$ cat src/rtl/multicycle_controller.sv
// Main FSM and ALU decoder for the multicycle RV32I-subset datapath
// (lw, sw, R-type, I-type ALU, beq, jal).
//
// Ports:
//   clk            rising-edge clock
//   reset          asynchronous, active-low reset
//   op             instruction[6:0] from IR
//   funct3         instruction[14:12]
//   funct7b5       instruction[30]
//   Zero           ALU result == 0
//   PCWrite        PC register enable (PCUpdate | Branch & Zero)
//   AdrSrc         memory address select: 0=PC, 1=ALUOut
//   MemWrite       memory write strobe
//   IRWrite        IR/OldPC enable
//   RegWrite       register file write strobe
//   ResultSrc      00=ALUOut, 01=Data, 10=ALUResult
//   ALUSrcA        00=PC, 01=OldPC, 10=rs1
//   ALUSrcB        00=rs2, 01=ImmExt, 10=const 4
//   ImmSrc         00=I, 01=S, 10=B, 11=J (decoded from op every cycle)
//   ALUControl     000 add, 001 sub, 010 and, 011 or, 101 slt
//   instr_done     one-cycle pulse on the final cycle of each instruction
//   illegal_instr  one-cycle pulse in DECODE for an unsupported opcode
//   state          current state encoding (debug)
module multicycle_controller #(
  parameter bit HALT_ON_ILLEGAL = 1'b0
) (
  input  logic       clk,
  input  logic       reset,
  input  logic [6:0] op,
  input  logic [2:0] funct3,
  input  logic       funct7b5,
  input  logic       Zero,
  output logic       PCWrite,
  output logic       AdrSrc,
  output logic       MemWrite,
  output logic       IRWrite,
  output logic       RegWrite,
  output logic [1:0] ResultSrc,
  output logic [1:0] ALUSrcA,
  output logic [1:0] ALUSrcB,
  output logic [1:0] ImmSrc,
  output logic [2:0] ALUControl,
  output logic       instr_done,
  output logic       illegal_instr,
  output logic [3:0] state
);

  localparam logic [6:0] OP_LW  = 7'b0000011;
  localparam logic [6:0] OP_SW  = 7'b0100011;
  localparam logic [6:0] OP_R   = 7'b0110011;
  localparam logic [6:0] OP_I   = 7'b0010011;
  localparam logic [6:0] OP_JAL = 7'b1101111;
  localparam logic [6:0] OP_BEQ = 7'b1100011;

  typedef enum logic [3:0] {
    S_FETCH    = 4'd0,
    S_DECODE   = 4'd1,
    S_MEMADR   = 4'd2,
    S_MEMREAD  = 4'd3,
    S_MEMWB    = 4'd4,
    S_MEMWRITE = 4'd5,
    S_EXECR    = 4'd6,
    S_ALUWB    = 4'd7,
    S_EXECI    = 4'd8,
    S_JAL      = 4'd9,
    S_BEQ      = 4'd10,
    S_HALT     = 4'd11
  } state_e;

  typedef struct packed {
    logic       pc_update;
    logic       branch;
    logic       adr_src;
    logic       mem_write;
    logic       ir_write;
    logic       reg_write;
    logic [1:0] result_src;
    logic [1:0] alu_src_a;
    logic [1:0] alu_src_b;
    logic [1:0] alu_op;
    logic       done;
  } ctrl_t;

  // Moore output decode, applied to the next state so outputs are registered.
  function automatic ctrl_t ctrl_of(input state_e s);
    ctrl_t c;
    c = '0;
    case (s)
      S_FETCH: begin
        c.ir_write = 1'b1; c.alu_src_b = 2'b10; c.result_src = 2'b10; c.pc_update = 1'b1;
      end
      S_DECODE:   begin c.alu_src_a = 2'b01; c.alu_src_b = 2'b01; end
      S_MEMADR:   begin c.alu_src_a = 2'b10; c.alu_src_b = 2'b01; end
      S_MEMREAD:  c.adr_src = 1'b1;
      S_MEMWB:    begin c.result_src = 2'b01; c.reg_write = 1'b1; c.done = 1'b1; end
      S_MEMWRITE: begin c.adr_src = 1'b1; c.mem_write = 1'b1; c.done = 1'b1; end
      S_EXECR:    begin c.alu_src_a = 2'b10; c.alu_op = 2'b10; end
      S_EXECI:    begin c.alu_src_a = 2'b10; c.alu_src_b = 2'b01; c.alu_op = 2'b10; end
      S_ALUWB:    begin c.reg_write = 1'b1; c.done = 1'b1; end
      S_JAL:      begin c.alu_src_a = 2'b01; c.alu_src_b = 2'b10; c.pc_update = 1'b1; end
      S_BEQ: begin
        c.alu_src_a = 2'b10; c.alu_op = 2'b01; c.branch = 1'b1; c.done = 1'b1;
      end
      default:    c = '0;
    endcase
    return c;
  endfunction

  state_e state_q, state_d;
  ctrl_t  ctrl_q;
  logic   op_legal;

  always_comb begin
    op_legal = (op == OP_LW) || (op == OP_SW) || (op == OP_R) ||
               (op == OP_I) || (op == OP_JAL) || (op == OP_BEQ);
  end

  always_comb begin
    state_d = S_FETCH;
    case (state_q)
      S_FETCH:  state_d = S_DECODE;
      S_DECODE: begin
        case (op)
          OP_LW, OP_SW: state_d = S_MEMADR;
          OP_R:         state_d = S_EXECR;
          OP_I:         state_d = S_EXECI;
          OP_JAL:       state_d = S_JAL;
          OP_BEQ:       state_d = S_BEQ;
          default:      state_d = HALT_ON_ILLEGAL ? S_HALT : S_FETCH;
        endcase
      end
      S_MEMADR:   state_d = (op == OP_LW) ? S_MEMREAD : S_MEMWRITE;
      S_MEMREAD:  state_d = S_MEMWB;
      S_MEMWB:    state_d = S_FETCH;
      S_MEMWRITE: state_d = S_FETCH;
      S_EXECR:    state_d = S_ALUWB;
      S_EXECI:    state_d = S_ALUWB;
      S_ALUWB:    state_d = S_FETCH;
      S_JAL:      state_d = S_ALUWB;
      S_BEQ:      state_d = S_FETCH;
      S_HALT:     state_d = S_HALT;
      default:    state_d = S_FETCH;
    endcase
  end

  always_ff @(posedge clk or negedge reset) begin
    if (!reset) begin
      state_q <= S_FETCH;
      ctrl_q  <= ctrl_of(S_FETCH);
    end else begin
      state_q <= state_d;
      ctrl_q  <= ctrl_of(state_d);
    end
  end

  // Registered outputs hold FETCH values during reset; strobes are gated
  // with reset so nothing fires while it is asserted.
  always_comb begin
    PCWrite       = reset & (ctrl_q.pc_update | (ctrl_q.branch & Zero));
    IRWrite       = reset & ctrl_q.ir_write;
    RegWrite      = reset & ctrl_q.reg_write;
    MemWrite      = reset & ctrl_q.mem_write;
    instr_done    = reset & ctrl_q.done;
    illegal_instr = reset & (state_q == S_DECODE) & ~op_legal;
    AdrSrc        = ctrl_q.adr_src;
    ResultSrc     = ctrl_q.result_src;
    ALUSrcA       = ctrl_q.alu_src_a;
    ALUSrcB       = ctrl_q.alu_src_b;
    state         = state_q;
  end

  always_comb begin
    case (op)
      OP_SW:   ImmSrc = 2'b01;
      OP_BEQ:  ImmSrc = 2'b10;
      OP_JAL:  ImmSrc = 2'b11;
      default: ImmSrc = 2'b00;
    endcase
  end

  always_comb begin
    ALUControl = 3'b000;
    case (ctrl_q.alu_op)
      2'b01: ALUControl = 3'b001;
      2'b10: begin
        case (funct3)
          3'b000:  ALUControl = (op[5] & funct7b5) ? 3'b001 : 3'b000;
          3'b010:  ALUControl = 3'b101;
          3'b110:  ALUControl = 3'b011;
          3'b111:  ALUControl = 3'b010;
          default: ALUControl = 3'b000;
        endcase
      end
      default: ALUControl = 3'b000;
    endcase
  end

endmodule

$ cat config.mk
export PLATFORM = sky130hd
export DESIGN_NAME = multicycle_controller
export DESIGN_NICKNAME = d
export VERILOG_FILES = /design/src/rtl/multicycle_controller.sv
export SDC_FILE = /design/constraint.sdc
export NUM_CORES = 1
export LEC_CHECK = 0
export CAP_MARGIN = 20
export CORE_MARGIN = 3
export CORE_UTILIZATION = 48
export CTS_CLUSTER_SIZE = 20
export DETAILED_ROUTE_END_ITERATION = 8
export PLACE_DENSITY_LB_ADDON = 0.25
export SLEW_MARGIN = 15
export SYNTH_ARGS = -nofsm -noshare
export SYNTH_HDL_FRONTEND = slang
export SYNTH_SLANG_ARGS = --single-unit
$ cat constraint.sdc
create_clock -name clk -period 4.68 [get_ports clk]
set_clock_uncertainty 0.1 [all_clocks]
set_input_delay 0.468 -clock clk [delete_from_list [all_inputs] [get_ports clk]]
set_output_delay 0.468 -clock clk [all_outputs]
set_load 0.03 [all_outputs]
==> implementation parameters, run 1 <==
Parameter                              Value

Outcome
  Result of the run    finished clean

Drt
  Via total after detailed routing    836
  Highest metal used    met4
  Detailed route wirelength on metal3    110 µm
  Number of design-rule violations left by the first detailed-router iteration    24
  Wirelength per Cell    between 10 and 15 µm
  Total Routed Length    2040 µm
  Routed wire length on met2    1040 µm
  Antenna-violating nets left    0
  Mean number of vias per cell    5.29
  Total routed wire length on the met1 layer    886 µm
  DR pass1 iterations    4
  DRC viols    0

Place
  Number of I/O port buffers    35
  Placer's final routability congestion estimate    0.849
  Hpwl dp    ~1600 µm

Logic synthesis
  Most used flip-flop cell after synthesis    dfrtp_1
  Most frequent cell after synthesis    dfrtp_1
  Ranking of synthesized cells by area    dfrtp_1 (33%), dfstp_2 (7.5%), buf_4 (4.3%), buf_6 (3.2%), a21oi_1 (2.9%)
  Post-synth top area share    between 30% and 40%
  Warnings from Yosys    0
  Synth Cell Area    0.00105 mm²
  Combinational family with the most area after synthesis    simple AND/OR/NAND/NOR gates
  Cell variety after synth    48
  Post-synthesis sequential element count    17
  Sequential share of the synthesized area    between 40% and 50%
  Fraction of synthesized cell area in xor and xnor cells    under 10%
  Gate count of the mapped netlist    101
  Library cell occupying the most area in the post-synthesis netlist    dfrtp_1
  Post-synthesis adder-cell area fraction    2.39%
  Share of synthesized flip-flops with an asynchronous set or reset    100%
  Most frequent cells after synthesis    dfrtp_1 (14), inv_1 (7), a21oi_1 (6), buf_4 (6), nor2_1 (6)
  Area share of and/or/nand/nor cells after synthesis    26.8%
  Share of cell area taken by muxes after synthesis    2.15%
  Count of flip-flops with a built-in enable after synthesis    0
  Compound-cell area share of the yosys netlist    15.6%
  Avg Cell Area, Syn    ~10 µm²
  Synth Net Count    117

Power
  Cell area power density    385 mW/mm²
  IR drop worst, VDD    244 µV
  P_leak    ~0.0006 µW

Floorplanning
  Die area    ~0.0028 mm²
  Std-Cell Rows    16
  Io pins    36
  Initial core utilization    approximately half
  Die outline width    approximately 53 µm
  Die span in y    52.7 µm
  Area of the core region    0.00202 mm²

Global route
  Global route overflow    0
  Global-route usage over all layers    16.5%
  Pin count of the biggest net entering global routing    24
  Wire length of the first global-routing pass    3430 µm
  Via count of the first global-routing pass    804
  Antenna violations before repair    0

Clock tree
  Max Root-Sink Buffers    2
  Total setup buffers inserted after CTS    0
  Clock sink total    17
  Post-CTS sizing    0
  TritonCTS clock tree    built
  Clock H-tree levels    1
  Clock tree root buffer cell    clkbuf_4
  Clk slew on worst S/H paths    around 90 ps
  Clk_lat worst skew    280 ps
  Number of CTS-inserted buffers    3
  Number of buffers added to fix hold violations after cts    0

Timing
  Tightest Pin Transition    806 ps
  Final hold viol count    0
  Setup repair after global routing missed its margin    false
  Post-route fraction of the period consumed by the critical path    64.1%
  Shortest clock period the worst path allows after layout    about 3000 ps
  Number of pins exceeding their max-slew limit in the final report    0
  Final setup TNS    0 ps
  Final setup violating endpoints    0
  Fmax achieved    333 MHz
  Worst slew margin relative to its limit    46.1%

Critical path
  Critical path's largest stage delay    1000 ps
  Top Family by Delay on Critical Path    buffers and inverters
  Master of the slowest instance on the critical path    clkdlybuf4s50_1
  WP data arrival    2430 ps
  Startpoint type of the worst setup path    primary input
  Type of element capturing the critical path    output pin
  R2R setup slack    2760 ps
  CP Max Fanout    23
  Beginning of the worst register-to-register path    state[1]$_DFF_PN0_
  Classification of the worst setup path    in2out
  Worst path most repeated cell    clkdlybuf4s50_1
  CP required    around 4100 ps
  List of cells traversed by the critical path    clkdlybuf4s50_1 -> nand2_1 -> nor3_1 -> clkdlybuf4s50_1
  Buffer and inverter count on the worst path    2
  Endpoint of the worst register-to-register path    ctrl_q[10]$_DFF_PN1_
  Worst reg2reg path depth    4

Layout
  Finished Core Util    68.1%
  Share of cells above drive strength 1    16.0%
  Total number of nets in the final design    148
  Count of inserted antenna diode cells    0
  Layout Area Growth over Synthesis    31.7%

Min path
  Class of the worst hold path    in2async

Flow run
  Number of maximum-capacitance violations    0
==> where the power goes <==
part,switching (µW),total [µW],leakage (µW),internal (µW)
clock,40.1,73.1,0.0000150,33.0
combinational,132,245,0.000349,113
sequential,26.5,212,0.000218,186
==> per-layer routing <==
metal | up-vias | global-route usage, %
met2 | 31 | 29.3
met1 | 386 | 20.8
li1 | 417 | -
met4 | 0 | 5.11
met5 | - | 0
met3 | 2 | 1.71
==> per-stage QoR <==
| stage | hold WS [ps] | cells | power [µW] | area (µm²) | setup slack (ps) |
|---|---|---|---|---|---|
| final | 551 | 158 | 530 | 1380 | 1680 |
| after global routing | 628 | 158 | 560 | 1380 | 1420 |
| after CTS | 574 | 158 | 533 | 1380 | 1610 |
| after detailed placement | 559 | 154 | 460 | 1350 | 1610 |
| after global placement | 559 | 154 | 457 | 1350 | 1650 |
| after floorplan | 72.4 | 101 | 399 | 1050 | 2340 |
==> sequential cells by signal (all words and copies together), names as in the netlist <==
name	flops
ctrl_q	7
state	4
ALUSrcA	2
ALUSrcB	2
AdrSrc	1
ResultSrc	1
==> layout by cell type, fill, tap and decap left out, types with 2 or more instances in the layout <==
cell type        instances
a21oi_1                  6
and2_1                   4
clkbuf_4                 3
clkdlybuf4s50_1         35
dfrtp_1                 14
dfstp_2                  3
ha_1                     2
inv_1                    7
mux2_2                   2
nand2_1                  5
nand3_1                  2
nor2_1                   6
nor2b_1                  2
nor3_1                   2
o211ai_1                 2
or2b_2                   2
xnor2_1                  2
==> cells by family after synthesis <==
family          count (synthesis)
buf+inv                        17
flops                          17
mux                             2
simple gates                   40
xor+xnor                        2
fa+ha+maj                       2
compound gates                 21
==> worst register-to-register path, delay by kind of cell (launching register included) <==
family / cells / cell delay [ps]
and+or+nand+nor: 3 / 790
AOI/OAI and AO/OA: 1 / 370
DFF: 1 / 590
==> area by class of cell <==
type	count	area, µm²
Multi-Input combinational cell	67	508
Tap cell	27	33.8
Inverter	8	30.0
Timing Repair Buffer	35	350
Clock buffer	4	26.3
Sequential cell	17	429
Fill cell	166	644
==> worst max path at each step <==
stage,slack [ps],depth (start not counted),to,startpoint
global route,1420,4,illegal_instr,reset
finish,1680,4,illegal_instr,reset
detailed placement,1610,4,illegal_instr,reset
global placement,1650,4,illegal_instr,reset
floorplan,2340,4,illegal_instr,state[1]$_DFF_PN0_
CTS,1610,4,illegal_instr,reset
(Power assumes the default switching activity.)
==> run 2, diff against run 1 <==
--- a/config.mk
+++ b/config.mk
@@ -7,7 +7,7 @@
 export LEC_CHECK = 0
 export CAP_MARGIN = 20
 export CORE_MARGIN = 3
-export CORE_UTILIZATION = 48
+export CORE_UTILIZATION = 44
 export CTS_CLUSTER_SIZE = 20
 export DETAILED_ROUTE_END_ITERATION = 8
 export PLACE_DENSITY_LB_ADDON = 0.25
==> constraint.sdc (replaced) <==
create_clock -name clk -period 3 [get_ports clk]
set_clock_uncertainty 0.1 [all_clocks]
set_input_delay 0.3 -clock clk [delete_from_list [all_inputs] [get_ports clk]]
set_output_delay 0.3 -clock clk [all_outputs]
set_load 0.03 [all_outputs]
==> run 2 against run 1 <==
Against the previous run: first-iteration DRC count fell by 29%; sequential cell count unchanged; sequential power increased by 57%; worst hold slack worse by 140 ps; setup slack worse by 1300 ps; combinational power increased by 57%; critical path type unchanged; largest cell class unchanged; largest power group unchanged; highest routed layer unchanged.
==> implementation parameters, run 2 (synthesis gave the netlist of run 1 again) <==
Parameter                              Value

Layout
  Most common cell after layout, fill and taps aside    clkdlybuf4s50_1
  Final design instance area without fill    around 0.0014 mm²
  Layout Area Growth over Synthesis    34.3%
  Non-filler cells, final    around 160
  Flip-flop count of the largest register, all copies and words added    7
  Most frequent cells in the layout    clkdlybuf4s50_1 (35), dfrtp_1 (14), inv_1 (7)
  Total number of nets in the final design    ~150
  Largest reg by FF count    ctrl_q
  Count of inserted antenna diode cells    0
  Share of cells above drive strength 1    around a fifth

Place
  Number of I/O port buffers    35
  Hpwl dp    between 1500 and 2000 µm
  Placed Cells incl. Taps    around 160
  Placer's final routability congestion estimate    0.795
  Total placed instance area    0.00138 mm²
  Worst slack at placement    362 ps

Floorplanning
  Die area    0.00300 mm²
  Initial core utilization    46.8%
  Area of the core region    0.00223 mm²
  Die outline width    54.8 µm
  Std-Cell Rows    17
  Io pins    36
  Die span in y    54.8 µm

Critical path
  List of cells traversed by the critical path    clkdlybuf4s50_1 -> nand4bb_1 -> or3_4 -> o21ai_0 -> clkdlybuf4s50_1
  Worst reg2reg path depth    4
  Classification of the worst setup path    in2out
  Master of the slowest instance on the critical path    clkdlybuf4s50_1
  Endpoint of the worst register-to-register path    ctrl_q[14]$_DFF_PN1_
  Worst path most repeated cell    clkdlybuf4s50_1
  R2R setup slack    ~1100 ps
  Startpoint type of the worst setup path    primary input
  Type of element capturing the critical path    output pin
  WP data arrival    2260 ps
  CP required    2600 ps
  CP Max Fanout    4
  Beginning of the worst register-to-register path    state[1]$_DFF_PN0_
  Critical path's largest stage delay    690 ps

Drt
  Mean number of vias per cell    5.31
  Wirelength per Cell    ~14 µm
  Total Routed Length    about 2200 µm
  Antenna-violating nets left    0
  Number of design-rule violations left by the first detailed-router iteration    17
  DRC viols    0
  Via total after detailed routing    860
  DR pass1 iterations    4

Clock tree
  Post-CTS sizing    0
  Total setup buffers inserted after CTS    0
  TritonCTS clock tree    built
  Number of CTS-inserted buffers    3
  Clk slew on worst S/H paths    100 ps
  Clk_lat worst skew    280 ps
  Clock tree root buffer cell    clkbuf_4
  Max Root-Sink Buffers    2
  Clock sink total    17
  Clock H-tree levels    1
  Number of buffers added to fix hold violations after cts    0

Min path
  Class of the worst hold path    in2async

Timing
  Post-route fraction of the period consumed by the critical path    88.8%
  Setup repair after global routing missed its margin    false
  Worst slew margin relative to its limit    61.4%
  Shortest clock period the worst path allows after layout    2660 ps
  Tightest Pin Transition    578 ps
  Fmax achieved    376 MHz
  Final setup TNS    0 ps
  Number of pins exceeding their max-slew limit in the final report    0
  Final setup violating endpoints    0
  Setup WS post-layout    roughly 340 ps
  Final hold viol count    0

Power
  P_leak    0.000596 µW
  IR drop worst, VDD    415 µV
  Cell area power density    595 mW/mm²
  Pwr Total    836 µW

Global route
  Global-route usage over all layers    16.2%
  Wire length of the first global-routing pass    3440 µm
  Global route overflow    0
  Pin count of the biggest net entering global routing    12
  Antenna violations before repair    0
  Via count of the first global-routing pass    between 700 and 800

Flow run
  Number of maximum-capacitance violations    0

Outcome
  Result of the run    finished clean
==> run 2: changes by cell type in the layout (fill, tap and decap cells not counted) <==
cell        change
buf_4           +3
clkbuf_1        -1
clkinvlp_4      +1
==> run 2: worst max path at each step <==
| stage | from | to | slack, ps | cells past startpoint |
|---|---|---|---|---|
| 4_1_cts | op[3] | ImmSrc[0] | 330 | 5 |
| 3_5_place_dp | op[3] | ImmSrc[0] | 360 | 5 |
| 2_1_floorplan | state[1]$_DFF_PN0_ | illegal_instr | 830 | 4 |
| 3_3_place_gp | op[3] | ImmSrc[0] | 370 | 5 |
| 5_1_grt | state[1]$_DFF_PN0_ | illegal_instr | 220 | 4 |
| 6_report | op[3] | ImmSrc[0] | 340 | 5 |
==> run 2: final cells by class <==
cell class | instances | area, µm²
fill | 204 | 828
multi-input combinational | 67 | 508
sequential | 17 | 429
timing repair buffer | 38 | 373
tap | 28 | 35.0
inverter | 8 | 30.0
clock buffer | 3 | 22.5
clock inverter | 1 | 7.51
==> run 2: critical path: cells and delay by family <==
family | cells | cell delay (ps)
buf+inv | 2 | 1150
compound gates | 1 | 170
simple gates | 2 | 640
==> run 2: power by group <==
part / total [µW] / internal [µW] / leakage [µW] / switching [µW]
Combinational: 385 / 178 / 0.000364 / 207
Sequential: 332 / 290 / 0.000218 / 42.2
Clock: 120 / 50.6 / 0.0000139 / 69.2
Total: 836 / 518 / 0.000596 / 318
==> run 2: through the flow <==
step                util (%)  hold slack [ps]
finish                  62.9              407
global route            62.9              419
CTS                     62.9              417
detailed placement      61.6              573
global placement        61.6              558
floorplan                  -            -95.6
==> run 2: metal layers <==
layer	track usage (%)	vias up	part of all wire, %
met5	0	-	0
met4	7.47	0	1.3
met3	1.63	2	5.5
met2	26.4	25	49
met1	21.5	408	44
li1	-	425	-
==> run 3, diff against run 2 <==
--- a/config.mk
+++ b/config.mk
@@ -6,7 +6,6 @@
 export NUM_CORES = 1
 export LEC_CHECK = 0
 export CAP_MARGIN = 20
-export CORE_MARGIN = 3
 export CORE_UTILIZATION = 44
 export CTS_CLUSTER_SIZE = 20
 export DETAILED_ROUTE_END_ITERATION = 8
==> run 3 against run 2 <==
Against the previous run: via count increased by 0.23%; critical path depth unchanged; maximum frequency down 2.0%; utilization down 0.17 points; setup slack got worse by 53 ps; highest routed layer unchanged.
==> implementation parameters, run 3 (synthesis gave the netlist of run 1 again) <==
Parameter                              Value

Floorplanning
  Io pins    36
  Die area    around 0.0026 mm²
  Die outline width    approximately 51 µm
  Std-Cell Rows    17
  Area of the core region    0.00223 mm²
  Initial core utilization    ~47%
  Die span in y    50.8 µm

Timing
  Setup WS post-layout    284 ps
  Post-route fraction of the period consumed by the critical path    between 90% and 100%
  Final hold viol count    0
  Fmax achieved    368 MHz
  Shortest clock period the worst path allows after layout    2720 ps
  Hold Worst Slack    between 300 and 400 ps
  Setup repair after global routing missed its margin    false
  Worst slew margin relative to its limit    63.0%
  Tightest Pin Transition    554 ps
  Final setup violating endpoints    0
  Number of pins exceeding their max-slew limit in the final report    0
  Final setup TNS    0 ps

Clock tree
  Max Root-Sink Buffers    2
  Clk slew on worst S/H paths    about 90 ps
  Total setup buffers inserted after CTS    0
  Number of buffers added to fix hold violations after cts    0
  Clk_lat worst skew    ~280 ps
  Clock sink total    17
  Post-CTS sizing    0
  Clock H-tree levels    1
  TritonCTS clock tree    built
  Number of CTS-inserted buffers    3
  Clock tree root buffer cell    clkbuf_4

Layout
  Most common cell after layout, fill and taps aside    clkdlybuf4s50_1
  Total number of nets in the final design    151
  Layout Area Growth over Synthesis    34.0%
  Largest reg by FF count    ctrl_q
  FILL cells    200
  Most frequent cells in the layout    clkdlybuf4s50_1 (35), dfrtp_1 (14), inv_1 (7)
  Flip-flop count of the largest register, all copies and words added    7
  Share of cells above drive strength 1    17.9%
  Count of inserted antenna diode cells    0

Critical path
  Worst reg2reg path depth    5
  R2R setup slack    between 1000 and 1500 ps
  Endpoint of the worst register-to-register path    ctrl_q[0]$_DFF_PN0_
  Classification of the worst setup path    in2out
  CP required    2600 ps
  WP data arrival    about 2300 ps
  Beginning of the worst register-to-register path    state[2]$_DFF_PN0_
  Type of element capturing the critical path    output pin
  CP Max Fanout    4
  Startpoint type of the worst setup path    primary input

Global route
  Via count of the first global-routing pass    800
  Antenna violations before repair    0
  Wire length of the first global-routing pass    about 3600 µm
  Global-route usage over all layers    18.9%
  Global route overflow    0
  Pin count of the biggest net entering global routing    12

Power
  Share of total power in sequential cells    ~40%
  Switching power    311 µW
  Switching part of the total    37.4%
  Cell area power density    592 mW/mm²
  Combinational group share of total power    between 40% and 50%
  Power Internal    519 µW
  IR drop worst, VDD    496 µV
  P_leak    0.000597 µW
  Pwr Total    between 800 and 900 µW
  Fraction of power consumed by the clock network    between 10% and 20%

Drt
  Antenna-violating nets left    0
  DR pass1 iterations    4
  Via total after detailed routing    862
  Total Routed Length    2130 µm
  Mean number of vias per cell    5.32
  DRC viols    0
  Number of design-rule violations left by the first detailed-router iteration    20
  Wirelength per Cell    13.1 µm

Outcome
  Result of the run    finished clean

Flow run
  Number of maximum-capacitance violations    0

Place
  Number of I/O port buffers    35
  Worst slack at placement    307 ps
  Placer's final routability congestion estimate    0.812
  Hpwl dp    ~1700 µm

Min path
  Class of the worst hold path    in2async
## run 3: area by class of cell
class,instances,area [µm²],area share (%)
clock buffers,4,26.3,1.88
inverters,8,30.0,2.14
multi-input cells,67,508,36.3
flip-flops and latches,17,429,30.6
well taps,28,35.0,2.50
repair buffers,38,373,26.6
## run 3: power by group through the flow
stage | clock, µW | sequential [µW] | combinational [µW]
after floorplan | 0 | 331 | 291
after global routing | 130 | 341 | 410
final | 114 | 331 | 384
after global placement | 0 | 334 | 381
after detailed placement | 0 | 335 | 385
after CTS | 116 | 330 | 386
## run 3: metal layers
| metal | vias to the layer above | wire (µm) | global-route usage, % |
|---|---|---|---|
| li1 | 423 | - | - |
| met1 | 407 | 981 | 25.5 |
| met2 | 28 | 1040 | 31.3 |
| met3 | 4 | 82 | 1.82 |
| met4 | 0 | 26 | 6.94 |
| met5 | - | 0 | 0 |
## run 3: worst max-delay path by stage
stage,cells after the start,slack (ps),from,to
after floorplan,4,830,state[1]$_DFF_PN0_,illegal_instr
after global placement,5,380,op[3],ImmSrc[0]
after detailed placement,5,310,op[3],ImmSrc[0]
after CTS,5,280,op[3],ImmSrc[0]
after global routing,5,220,op[3],ImmSrc[0]
final,5,280,op[2],ImmSrc[0]
## run 3: critical path, stage by stage
cell,delay (ps)
clkdlybuf4s50_1,480
nand4bb_1,270
or3_4,390
o21ai_0,180
clkdlybuf4s50_1,700
## run 3: metrics by stage
stage,cells,util [%],cell area (µm²)
after floorplan,101,-,1050
after global placement,158,61.6,1380
after detailed placement,158,61.6,1380
after CTS,162,62.7,1400
after global routing,162,62.7,1400
final,162,62.7,1400
